===== src/rtl/lsu_ctrl.sv =====
// Load/store sequencer between the MEM stage and a single-ported, byte-enabled
// word memory. Each access is registered, issued as one or two word beats
// over a req/gnt/rvalid handshake, and the pipeline is stalled until the
// access completes. Load data is merged across beats and sign/zero-extended.
module lsu_ctrl (
  input  logic        clk,
  input  logic        reset,
  input  logic        MemReadM,
  input  logic        MemWriteM,
  input  logic [2:0]  funct3M,
  input  logic [31:0] ALUResultM,
  input  logic [31:0] WriteDataM,
  output logic        StallM,
  output logic [31:0] ReadDataM,
  output logic        memReq,
  output logic        memWe,
  output logic [31:0] memAddr,
  output logic [3:0]  memBe,
  output logic [31:0] memWdata,
  input  logic        memGnt,
  input  logic        memRvalid,
  input  logic [31:0] memRdata
);

  typedef enum logic [2:0] {
    S_IDLE   = 3'd0,
    S_ISSUE0 = 3'd1,
    S_WAIT0  = 3'd2,
    S_ISSUE1 = 3'd3,
    S_WAIT1  = 3'd4,
    S_DONE   = 3'd5
  } state_e;

  state_e      state_q, state_d;
  logic [31:0] addr_q, addr_d;
  logic [2:0]  funct3_q, funct3_d;
  logic [31:0] wdata_q, wdata_d;
  logic        we_q, we_d;
  logic [31:0] rdata0_q, rdata0_d;
  logic [31:0] read_data_q, read_data_d;
  logic        mem_req_q, mem_req_d;
  logic        mem_we_q, mem_we_d;
  logic [31:0] mem_addr_q, mem_addr_d;
  logic [3:0]  mem_be_q, mem_be_d;
  logic [31:0] mem_wdata_q, mem_wdata_d;

  // Request decode: a store wins when both request lines are set.
  logic store_legal, load_legal, legal_op;
  assign store_legal = (funct3M == 3'b000) || (funct3M == 3'b001) || (funct3M == 3'b010);
  assign load_legal  = store_legal || (funct3M == 3'b100) || (funct3M == 3'b101);
  assign legal_op    = MemWriteM ? store_legal : (MemReadM && load_legal);

  // In IDLE the beat geometry comes straight from the MEM stage so beat 0 can
  // be registered on the same edge that latches the request; afterwards it
  // comes from the latched copy.
  logic        in_idle;
  logic [31:0] cur_addr, cur_wdata;
  logic [2:0]  cur_funct3;
  logic        cur_we;
  assign in_idle    = (state_q == S_IDLE);
  assign cur_addr   = in_idle ? ALUResultM : addr_q;
  assign cur_wdata  = in_idle ? WriteDataM : wdata_q;
  assign cur_funct3 = in_idle ? funct3M    : funct3_q;
  assign cur_we     = in_idle ? MemWriteM  : we_q;

  // Beat geometry: byte-enable split across two words and lane-shifted data.
  logic [3:0]  size_mask, be0, be1;
  logic [7:0]  mask8;
  logic [4:0]  lane_shamt;
  logic [5:0]  hi_shamt;
  logic [31:0] beat0_addr, beat1_addr, wdata_lo, wdata_hi;
  logic        split;
  always_comb begin
    unique case (cur_funct3[1:0])
      2'b00:   size_mask = 4'b0001;
      2'b01:   size_mask = 4'b0011;
      default: size_mask = 4'b1111;
    endcase
    mask8      = {4'b0000, size_mask} << cur_addr[1:0];
    be0        = mask8[3:0];
    be1        = mask8[7:4];
    split      = |be1;
    lane_shamt = {cur_addr[1:0], 3'b000};
    hi_shamt   = 6'd32 - {1'b0, lane_shamt};
    beat0_addr = {cur_addr[31:2], 2'b00};
    beat1_addr = beat0_addr + 32'd4;
    wdata_lo   = cur_wdata << lane_shamt;
    wdata_hi   = cur_wdata >> hi_shamt;
  end

  // Load result: merge the response words, realign, then extend by size/sign.
  logic [31:0] rd_hi, rd_lo, raw, load_result;
  always_comb begin
    rd_hi = (state_q == S_WAIT1) ? memRdata : 32'h0;
    rd_lo = (state_q == S_WAIT1) ? rdata0_q : memRdata;
    raw   = 32'({rd_hi, rd_lo} >> lane_shamt);
    unique case (funct3_q)
      3'b000:  load_result = {{24{raw[7]}}, raw[7:0]};
      3'b001:  load_result = {{16{raw[15]}}, raw[15:0]};
      3'b100:  load_result = {24'h0, raw[7:0]};
      3'b101:  load_result = {16'h0, raw[15:0]};
      default: load_result = raw;
    endcase
  end

  // Next-state logic for the sequencer and the registered memory-side outputs.
  always_comb begin
    // NOTE: every variable gets a default first so no path leaves one unassigned, which would infer a latch.
    state_d     = state_q;
    addr_d      = addr_q;
    funct3_d    = funct3_q;
    wdata_d     = wdata_q;
    we_d        = we_q;
    rdata0_d    = rdata0_q;
    read_data_d = read_data_q;

    unique case (state_q)
      S_IDLE: begin
        if (legal_op) begin
          state_d  = S_ISSUE0;
          addr_d   = ALUResultM;
          funct3_d = funct3M;
          wdata_d  = WriteDataM;
          we_d     = MemWriteM;
        end
      end
      S_ISSUE0: if (memGnt) state_d = S_WAIT0;
      S_WAIT0: begin
        if (memRvalid) begin
          rdata0_d = memRdata;
          if (split) begin
            state_d = S_ISSUE1;
          end else begin
            state_d = S_DONE;
            if (!we_q) read_data_d = load_result;
          end
        end
      end
      S_ISSUE1: if (memGnt) state_d = S_WAIT1;
      S_WAIT1: begin
        if (memRvalid) begin
          state_d = S_DONE;
          if (!we_q) read_data_d = load_result;
        end
      end
      S_DONE:  state_d = S_IDLE;
      default: state_d = S_IDLE;
    endcase

    mem_req_d   = 1'b0;
    mem_we_d    = 1'b0;
    mem_addr_d  = 32'h0;
    mem_be_d    = 4'b0000;
    mem_wdata_d = 32'h0;
    if (state_d == S_ISSUE0) begin
      mem_req_d   = 1'b1;
      mem_we_d    = cur_we;
      mem_addr_d  = beat0_addr;
      mem_be_d    = be0;
      mem_wdata_d = wdata_lo;
    end else if (state_d == S_ISSUE1) begin
      mem_req_d   = 1'b1;
      mem_we_d    = cur_we;
      mem_addr_d  = beat1_addr;
      mem_be_d    = be1;
      mem_wdata_d = wdata_hi;
    end
  end

  // State and output registers with synchronous reset.
  always_ff @(posedge clk) begin
    // NOTE: non-blocking assignments so every flop samples pre-edge values regardless of statement order.
    if (reset) begin
      state_q     <= S_IDLE;
      addr_q      <= 32'h0;
      funct3_q    <= 3'b000;
      wdata_q     <= 32'h0;
      we_q        <= 1'b0;
      rdata0_q    <= 32'h0;
      read_data_q <= 32'h0;
      mem_req_q   <= 1'b0;
      mem_we_q    <= 1'b0;
      mem_addr_q  <= 32'h0;
      mem_be_q    <= 4'b0000;
      mem_wdata_q <= 32'h0;
    end else begin
      state_q     <= state_d;
      addr_q      <= addr_d;
      funct3_q    <= funct3_d;
      wdata_q     <= wdata_d;
      we_q        <= we_d;
      rdata0_q    <= rdata0_d;
      read_data_q <= read_data_d;
      mem_req_q   <= mem_req_d;
      mem_we_q    <= mem_we_d;
      mem_addr_q  <= mem_addr_d;
      mem_be_q    <= mem_be_d;
      mem_wdata_q <= mem_wdata_d;
    end
  end

  assign StallM    = (in_idle && legal_op) || !((state_q == S_IDLE) || (state_q == S_DONE));
  assign ReadDataM = read_data_q;
  assign memReq    = mem_req_q;
  assign memWe     = mem_we_q;
  assign memAddr   = mem_addr_q;
  assign memBe     = mem_be_q;
  assign memWdata  = mem_wdata_q;

endmodule

===== config.mk =====
export PLATFORM = sky130hd
export DESIGN_NAME = lsu_ctrl
export DESIGN_NICKNAME = d
export VERILOG_FILES = /design/src/rtl/lsu_ctrl.sv
export SDC_FILE = /design/constraint.sdc
export NUM_CORES = 1
export LEC_CHECK = 0
export BUFFER_PORTS_ARGS = -buffer_cell sky130_fd_sc_hd__buf_2
export CAP_MARGIN = 5
export CORE_ASPECT_RATIO = 0.8
export CORE_MARGIN = 2
export CORE_UTILIZATION = 56
export CTS_CLUSTER_DIAMETER = 50
export DETAILED_ROUTE_END_ITERATION = 16
export PLACE_DENSITY = 0.83
export SYNTH_ARGS = -nofsm -noshare
export SYNTH_HDL_FRONTEND = slang
export SYNTH_SLANG_ARGS = --single-unit

===== constraint.sdc =====
create_clock -name clk -period 3.9 [get_ports clk]
set_input_delay 0.78 -clock clk [delete_from_list [all_inputs] [get_ports clk]]
set_output_delay 0.78 -clock clk [all_outputs]
set_load 0.01 [all_outputs]

==> flow_metrics.env <==
export IMPL_cpLargestDelayFamily="simple AND/OR/NAND/NOR gates"
export IMPL_rows=44
export IMPL_clockBufferDepth=3
export IMPL_port_buffers=205
export IMPL_clock_sinks=203
export IMPL_cts_root_buf="clkbuf_16"
export IMPL_slew_violations=0
export IMPL_vias=10900
export IMPL_crit_arrival_ns=3.84
export IMPL_pwr_share_clk_pct=37.4
export IMPL_syn2layout_area_growth_pct=17.3
export IMPL_drtIter0Drc=1457
export IMPL_ant_nets=0
export IMPL_setup_violations=0
export IMPL_async_flop_share_pct=0
export IMPL_switching_power_mw=1.76
export IMPL_die_width_um=157
export IMPL_yosysUniqueCellTypes=73
export IMPL_ctsResizeCount=0
export IMPL_routed_via_density=6.09
export IMPL_start_util_pct=57.7
export IMPL_path_cells="or3b_1, nor2_2, a21oi_1, o21ai_0, a311oi_2, buf_4, a211oi_1"
export IMPL_cellLeakagePower_nw=5.10
export IMPL_diodes=0
export IMPL_status="finished, final reports clean"
export IMPL_worstPathRequired_ns=4.32
export IMPL_sequentialPowerShare_pct=40.0
export IMPL_cts_setup_buffers=0
export IMPL_design_area_mm2=0.0124
export IMPL_synth_seq_area_share_pct=38.5
export IMPL_ir_worst_vdd_v=0.000352
export IMPL_critPathBufInv=1
export IMPL_numCtsBuffers=22
export IMPL_syn_cell_area_mm2=0.0105
export IMPL_clk_insertion_delay_late_ns=0.51
export IMPL_track_usage_pct=32.0
export IMPL_grt_pass1_vias=9416
export IMPL_post_drt_wl_per_cell_um=18.6
export IMPL_route_final_wire_length_um=33200
export IMPL_endpoint_kind="flop"
export IMPL_core_mm2=0.0183
export IMPL_grt_max_degree=68
export IMPL_cp_slowest_cell="or3b_1"
export IMPL_holdBufCountCts=0
export IMPL_p_comb_share_pct=22.6
export IMPL_crit_path_max_fanout=19
export IMPL_synth_edff_count=0
export IMPL_fmax_ghz=0.292
export IMPL_tightestPinTransition_ns=0.916
export IMPL_synth_ff_type="dfxtp_1"
export IMPL_tritoncts="built"
export IMPL_die_area_mm2=0.0200
export IMPL_swShare_pct=30.8
export IMPL_power_internal_mw=3.96
export IMPL_path_clk_slew_ns=0.06
export IMPL_synthCells=1374
export IMPL_grt_pass1_wl_um=51100
export IMPL_cpPeakStageDelay_ns=0.79
export IMPL_synth_avg_cell_area_um2=7.68
export IMPL_grt_overflow_total=0
export IMPL_relSlewSlack_pct=38.9
export IMPL_drive_above_1_share_pct=20.0
export IMPL_cp_start_kind="flop"
export IMPL_drtPass1Iterations=6
export IMPL_min_period_over_period_pct=87.7
export IMPL_die_y_um=127
export IMPL_antenna_found_initial=0
export IMPL_crit_type="flop to flop"
export IMPL_dp_hpwl_um=23000
export IMPL_nNetsFinal=1626
export IMPL_htree_num_levels=1
export IMPL_pin_count=208
export IMPL_hp_class="flop to flop"
export IMPL_synth_seq_cells=203
export IMPL_gp_congestion=1.03
export IMPL_tns_ns=0
export IMPL_hold_viol_final=0
export IMPL_yosysWarnings=0
export IMPL_rsz0062_at_grt="no"
export IMPL_n_fill_cell=1568
export IMPL_p_total_mw=5.72
export IMPL_powerDensity_mw_per_mm2=463
export IMPL_dpl_cell_area_mm2=0.0116
export IMPL_drc=0
export IMPL_skew_ns=0.0174
export IMPL_drv_cap=0
export IMPL_fin_crit_ns=3.42
## per-layer routing
metal / wire length (um) / track usage [%] / up-vias / part of all wire (%)
met4: 654 / 6.68 / 0 / 2.0
met3: 4310 / 7.99 / 56 / 13
li1: - / - / 5078 / -
met2: 14000 / 46.1 / 695 / 42
met1: 14200 / 48.2 / 5047 / 43
met5: 0 / 0 / - / 0
## tightest hold or removal path: stages (launching register included)
cell     delay (ns)
dfxtp_1        0.31
nand2_1        0.05
a21oi_1        0.05
## Yosys cell counts (4+ instances only)
cell type | instances | share of area [%]
a211oi_1 | 42 | 3.0
a21oi_1 | 172 | 8.2
a21oi_2 | 9 | 0.75
a22oi_1 | 9 | 0.64
a31oi_1 | 13 | 0.77
and3_1 | 17 | 1.0
buf_1 | 12 | 0.43
buf_2 | 18 | 0.85
buf_4 | 4 | 0.28
buf_6 | 6 | 0.64
clkbuf_1 | 68 | 2.4
dfxtp_1 | 203 | 39
mux2i_1 | 77 | 7.3
mux4_2 | 7 | 1.5
nand2_1 | 356 | 13
nand3_1 | 62 | 2.9
nand4_1 | 7 | 0.42
nor2_1 | 104 | 3.7
nor2b_1 | 17 | 1.0
nor3_1 | 10 | 0.47
nor3b_1 | 9 | 0.64
o2111ai_1 | 8 | 0.66
o21ai_0 | 20 | 0.95
o22ai_1 | 17 | 1.0
o2bb2ai_1 | 7 | 0.58
o31ai_1 | 9 | 0.64
or3_1 | 4 | 0.24
xnor2_1 | 16 | 1.3
xor2_1 | 4 | 0.33
## power by group through the flow
stage / clock [mW] / sequential, mW / combinational (mW)
finish: 2.14 / 2.29 / 1.29
global route: 2.25 / 2.30 / 1.39
CTS: 2.16 / 2.28 / 1.26
detailed placement: 0 / 2.33 / 1.25
global placement: 0 / 2.33 / 1.23
floorplan: 0 / 2.33 / 0.848
## flip-flops by register name, summed over array words and instances (netlist names), 3 cells and up
register and count:
ReadDataM 32, memBe 4, rdata0_q 32, wdata_q 32, addr_q 32, state_q 3
funct3_q 3, memWdata 32, memAddr 30
## area by class of cell
| cell class | count | area [um^2] | share of cell area [%] |
|---|---|---|---|
| well taps | 253 | 317 | 2.56 |
| flip-flops and latches | 203 | 4070 | 32.9 |
| inverters | 3 | 16.3 | 0.131 |
| clock buffers | 30 | 622 | 5.03 |
| repair buffers | 230 | 1230 | 9.93 |
| clock inverters | 6 | 111 | 0.900 |
| multi-input cells | 1060 | 6010 | 48.6 |
## cells in the final DEF, fill, tap and decap left out, drive strengths merged, types with 8 or more instances in the layout
cell type / netlist / final
dfxtp: 203 / 203
clkbuf: 68 / 30
and3: 17 / 17
nor2b: 17 / 17
o21ai: 20 / 20
o2111ai: 8 / 8
nand2: 357 / 357
xnor2: 17 / 17
o22ai: 18 / 18
nand3: 63 / 63
buf: 41 / 230
o31ai: 9 / 9
nor3b: 9 / 9
a211oi: 43 / 43
a31oi: 13 / 13
a22oi: 9 / 9
a21oi: 181 / 181
nor3: 12 / 12
nor2: 106 / 106
mux2i: 80 / 80
## final timing paths
path / start / endpoint / slack (ns) / cells after the start
max: state_q[2] / ReadDataM[18] / 0.48 / 7
min: wdata_q[5] / wdata_q[5] / 0.45 / 2
max reg2reg: state_q[2] / ReadDataM[18] / 0.48 / 7
min reg2reg: wdata_q[5] / wdata_q[5] / 0.45 / 2
## cell families (layout without fill, tap and decap cells)
kind of cell	count (synthesis)	after routing	share of synthesized area [%]
fa+ha+maj	1	1	0.119
simple gates	616	616	25.5
other cells	1	2	0.0355
flops	203	203	38.5
xor+xnor	21	21	1.81
buf+inv	112	269	4.92
compound gates	329	329	19.2
mux	91	91	9.86
## per-stage QoR
| stage | instances | utilization (%) | hold slack (ns) | setup slack [ns] |
|---|---|---|---|---|
| after floorplan | 1375 | - | 0.436 | 0.851 |
| after global placement | 1749 | 63.7 | 0.441 | 0.690 |
| after detailed placement | 1749 | 63.7 | 0.446 | 0.587 |
| after CTS | 1785 | 67.7 | 0.454 | 0.589 |
| after global routing | 1785 | 67.7 | 0.470 | 0.243 |
| final | 1785 | 67.7 | 0.454 | 0.478 |
(Power assumes the default switching activity.)
